### src/rtl/weight23_pkg.sv
// Shared types and code-table helpers for the 2-of-4/3-of-4 serial transmitter.
package weight23_pkg;

  typedef enum logic [1:0] {
    IDLE  = 2'd0,
    START = 2'd1,
    DATA  = 2'd2,
    STOP  = 2'd3
  } state_t;

  localparam int NUM_CODES = 10;

  function automatic logic is_legal_idx(input logic [3:0] idx);
    return idx < 4'(NUM_CODES);
  endfunction

  // Ascending enumeration of every 4-bit word with popcount 2 or 3.
  function automatic logic [3:0] idx_to_code(input logic [3:0] idx);
    logic [3:0] code;
    case (idx)
      4'd0:    code = 4'b0011;
      4'd1:    code = 4'b0101;
      4'd2:    code = 4'b0110;
      4'd3:    code = 4'b0111;
      4'd4:    code = 4'b1001;
      4'd5:    code = 4'b1010;
      4'd6:    code = 4'b1011;
      4'd7:    code = 4'b1100;
      4'd8:    code = 4'b1101;
      4'd9:    code = 4'b1110;
      default: code = 4'b0000;
    endcase
    return code;
  endfunction

endpackage

### src/rtl/weight23_tx_bit_timer.sv
// Bit-period timer: counts 0..BIT_CYCLES-1 and flags the terminal count.
module bit_timer #(
  parameter int BIT_CYCLES = 4
) (
  input  logic clk,
  input  logic rst,
  input  logic clear,
  output logic tick
);

  localparam int CNT_W = (BIT_CYCLES > 1) ? $clog2(BIT_CYCLES) : 1;
  localparam logic [CNT_W-1:0] TERM = CNT_W'(BIT_CYCLES - 1);

  logic [CNT_W-1:0] cnt;

  // Clearing on accept aligns the first bit period with the start bit.
  always_ff @(posedge clk) begin
    if (rst || clear) begin
      cnt <= '0;
    end else if (cnt == TERM) begin
      cnt <= '0;
    end else begin
      cnt <= cnt + CNT_W'(1);
    end
  end

  assign tick = (cnt == TERM);

endmodule

### src/rtl/weight23_tx.sv
// Framed serial transmitter: index 0..9 -> weight-2/3 codeword, sent LSB first
// between a low start bit and a high stop bit.
module weight23_tx
  import weight23_pkg::*;
#(
  parameter int BIT_CYCLES = 4
) (
  input  logic       clk,
  input  logic       rst,
  input  logic [3:0] data_i,
  input  logic       valid_i,
  output logic       ready_o,
  output logic       tx_o,
  output logic       busy_o,
  output logic       err_o
);

  state_t     state, next_state;
  logic [3:0] sreg, sreg_next;
  logic [1:0] bit_idx, bit_idx_next;
  logic       tx_next, err_next;
  logic       accept, tick;

  assign accept = valid_i && ready_o;

  bit_timer #(
    .BIT_CYCLES(BIT_CYCLES)
  ) u_bit_timer (
    .clk  (clk),
    .rst  (rst),
    .clear(accept),
    .tick (tick)
  );

  always_comb begin
    next_state   = state;
    sreg_next    = sreg;
    bit_idx_next = bit_idx;
    err_next     = 1'b0;
    case (state)
      IDLE: begin
        if (accept) begin
          if (is_legal_idx(data_i)) begin
            next_state   = START;
            sreg_next    = idx_to_code(data_i);
            bit_idx_next = 2'd0;
          end else begin
            err_next = 1'b1;
          end
        end
      end
      START: if (tick) next_state = DATA;
      DATA: begin
        if (tick) begin
          sreg_next = {1'b0, sreg[3:1]};
          if (bit_idx == 2'd3) begin
            next_state = STOP;
          end else begin
            bit_idx_next = bit_idx + 2'd1;
          end
        end
      end
      STOP: if (tick) next_state = IDLE;
      default: next_state = IDLE;
    endcase

    // Line level is computed from the state being entered so tx_o is registered.
    case (next_state)
      START:   tx_next = 1'b0;
      DATA:    tx_next = sreg_next[0];
      default: tx_next = 1'b1;
    endcase
  end

  always_ff @(posedge clk) begin
    if (rst) begin
      state   <= IDLE;
      sreg    <= '0;
      bit_idx <= '0;
      tx_o    <= 1'b1;
      ready_o <= 1'b1;
      busy_o  <= 1'b0;
      err_o   <= 1'b0;
    end else begin
      state   <= next_state;
      sreg    <= sreg_next;
      bit_idx <= bit_idx_next;
      tx_o    <= tx_next;
      ready_o <= (next_state == IDLE);
      busy_o  <= (next_state != IDLE);
      err_o   <= err_next;
    end
  end

endmodule

### config.mk
export PLATFORM = sky130hd
export DESIGN_NAME = weight23_tx
export DESIGN_NICKNAME = d
export VERILOG_FILES = /design/src/rtl/weight23_pkg.sv /design/src/rtl/weight23_tx_bit_timer.sv /design/src/rtl/weight23_tx.sv
export SDC_FILE = /design/constraint.sdc
export NUM_CORES = 1
export LEC_CHECK = 0
export BUFFER_PORTS_ARGS = -buffer_cell sky130_fd_sc_hd__buf_4
export CAP_MARGIN = 10
export CORE_MARGIN = 2
export CORE_UTILIZATION = 40
export CTS_CLUSTER_DIAMETER = 100
export DETAILED_ROUTE_END_ITERATION = 10
export GPL_TIMING_DRIVEN = 1
export PLACE_DENSITY = 0.66
export SLEW_MARGIN = 20
export SYNTH_ARGS = -nofsm -noshare
export SYNTH_HDL_FRONTEND = slang
export SYNTH_SLANG_ARGS = --single-unit
### constraint.sdc
create_clock -name clk -period 2.2 [get_ports clk]
set_clock_uncertainty 0.05 [all_clocks]
set_input_delay 0.55 -clock clk [delete_from_list [all_inputs] [get_ports clk]]
set_output_delay 0.55 -clock clk [all_outputs]
set_load 0.005 [all_outputs]
==> out/metrics.csv <==
stage;metric;value;unit
cells_and_area;Post-layout nets;120;
global_route;grt ovf;0;
timing;post-route clock period utilization;76.7;%
floorplan;Row Count;16;
setup_path;worst endpoint required time;2.37;ns
global_route;pin count of the biggest net entering global routing;16;
logic_synthesis;post-synth top area share;34.1;%
clock_network;Clock Tree Buf Depth;2;
cells_and_area;fill count;206;
clock_network;Reg clk slew, reported paths;0.08;ns
clock_network;root buffer cell;clkbuf_4;
logic_synthesis;post-synth cell types;33;
timing;post-layout min period;1.69;ns
routing;drt pass-1 iters;3;
pwr;peak supply drop;0.000379;V
setup_path;category of the worst setup path capture point;flip-flop;
routing;Final ANT Viol Nets;0;
timing;RSZ-0062 raised after global routing;false;
global_route;number of global-route vias before repair;649;
logic_synthesis;top post-synthesis cells by area;dfxtp_1 34%, ha_1 14%, o21ai_0 5.5%, and3b_1 3.2%, nor2b_1 3.0%;
logic_synthesis;#FFs+latches synth;14;
logic_synthesis;synth warn;0;
clock_network;CTS resizes;0;
logic_synthesis;mean post-synth cell area;8.92;µm²
logic_synthesis;EDFF count, synth;0;
routing;DRC;0;
clock_network;Skew-Pair Late Insertion Delay;0.28;ns
floorplan;I/O pin cnt;11;
logic_synthesis;post-synthesis cell area;821;µm²
global_route;first-pass GRT wire length;2760;µm
logic_synthesis;most common cell in the netlist;dfxtp_1;
logic_synthesis;asr flop ratio synth;0;%
min_path;worst hold path type;reg2reg;
logic_synthesis;largest area contributor in the netlist;dfxtp_1;
global_route;initial antenna violation count;0;
timing;Final Hold Fails;0;
routing;DR WL/cell;12.0;µm
routing;via density per instance;5.19;
logic_synthesis;most instantiated cells after synthesis;14 x dfxtp_1, 9 x ha_1, 9 x o21ai_0;
timing;Slew @ Worst Pin;0.412;ns
floorplan;total die area;0.00243;mm²
global_route;total global routing track utilization;14.8;%
logic_synthesis;top_reg_cell synth;dfxtp_1;
setup_path;Worst Path Arrival;1.86;ns
pwr;Leak Pwr;0.423;nW
routing;wirelength, routed;1550;µm
timing;f_max;0.592;GHz
setup_path;startpoint types;flip-flop;
pwr;Power Density;551;mW/mm²
placed_design;half-perimeter wire length after placement;1170;µm
setup_path;worst-path fanout max;7;
timing;Rel. slew slack;72.5;%
setup_path;critical path class;reg2reg;
clock_network;H-tree depth;1;
logic_synthesis;Post-Syn Nets;108;
timing;setup_tns;0;ns
floorplan;Die W;49.3;µm
floorplan;Initial Utilization;42.3;%
timing;final setup violation count;0;
logic_synthesis;Post-Syn Instances;92;
cells_and_area;layout cell share with drive strength beyond 1;17.6;%
cells_and_area;antenna cells;0;
clock_network;CTS Hold Bufs;0;
clock_network;CTS buffer count;3;
routing;total number of vias;670;
routing;DR iter-0 viols;12;
placed_design;Port Buffers;10;
floorplan;chip height;49.3;µm
cells_and_area;Synth-to-Final Area Change;14.0;%
outcome;run status;finished clean;
clock_network;CTS tree;built;
floorplan;core area;0.00194;mm²
cells_and_area;utilization after layout;48.2;%
timing;final-report max-slew violation count;0;
logic_synthesis;Seq/Total Area, Yosys;34.1;%
clock_network;Sink Count;14;
clock_network;setup bufs post-CTS;0;
placed_design;RD Place Congestion;0.806;
run;Max-cap violations;0;
[sequential cells by signal, summed over array words and instances (netlist names)]
name / cells
tx_o: 1
bit_idx: 2
err_o: 1
sreg: 4
state: 2
u_bit_timer.cnt: 2
ready_o: 1
busy_o: 1
[placed cells by master, fill, tap and decap left out, types with 2 or more instances in the layout]
cell	n
dfxtp_1	14
buf_4	11
o21ai_0	9
ha_1	9
nor2_1	6
inv_1	4
a21oi_1	4
nand2_1	4
nor2b_1	4
and3b_1	3
nor3_1	3
nand3_1	3
a31oi_1	3
clkbuf_4	3
a22oi_1	2
mux2i_1	2
nor4_1	2
and3_1	2
[area by class of cell]
| type | count | area, µm² | area share [%] |
|---|---|---|---|
| well taps | 27 | 33.8 | 3.61 |
| flip-flops and latches | 14 | 280 | 29.9 |
| clock buffers | 3 | 22.5 | 2.41 |
| repair buffers | 11 | 82.6 | 8.82 |
| multi-input cells | 70 | 502 | 53.6 |
| inverters | 4 | 15.0 | 1.60 |
[worst max-delay path, stage by stage (launching register included)]
cell,delay [ns]
dfxtp_1,0.36
ha_1,0.32
and3b_1,0.24
a21oi_2,0.05
or4b_1,0.48
a21oi_1,0.13
[kinds of logic (layout without fill, tap and decap cells)]
kind of cell    count (synthesis)  count (layout)  synth area share [%]
mux                             2               2                  2.44
buf+inv                         8              18                  4.72
fa+ha+maj                       9               9                  13.7
flops                          14              14                  34.1
simple gates                   36              36                  26.7
xor+xnor                        1               1                  1.07
compound gates                 22              22                  17.2
[layer usage]
layer	global-route usage [%]	vias up	part of all wire, %
met5	0	-	0
met4	2.86	0	0.52
met3	5.52	2	3.7
met2	25.5	8	48
met1	17.5	309	48
li1	-	351	-
[per-stage QoR]
step	instance area (µm²)	setup slack (ns)	hold slack [ns]	power (mW)	std cells
2_1_floorplan	821	0.611	0.371	0.347	92
3_3_place_gp	913	0.454	0.384	0.379	126
3_5_place_dp	913	0.434	0.398	0.381	126
4_1_cts	936	0.537	0.409	0.522	129
5_1_grt	936	0.395	0.444	0.548	129
6_report	936	0.512	0.406	0.516	129
[final timing paths]
path | to | slack [ns] | depth (start not counted) | start
worst max-delay path | bit_idx[0] | 0.51 | 5 | u_bit_timer.cnt[0]
worst min-delay path | u_bit_timer.cnt[0] | 0.41 | 1 | u_bit_timer.cnt[0]
worst max register to register | bit_idx[0] | 0.51 | 5 | u_bit_timer.cnt[0]
worst min register to register | u_bit_timer.cnt[0] | 0.41 | 1 | u_bit_timer.cnt[0]
[report_power, final]
part	switching [mW]	internal [mW]	leakage, nW	total (mW)
logic	0.0467	0.0459	0.294	0.0926
clock network	0.0768	0.0635	0.0138	0.140
registers	0.0132	0.270	0.115	0.283
total	0.137	0.379	0.423	0.516
Power figures use the tool's default switching activity.
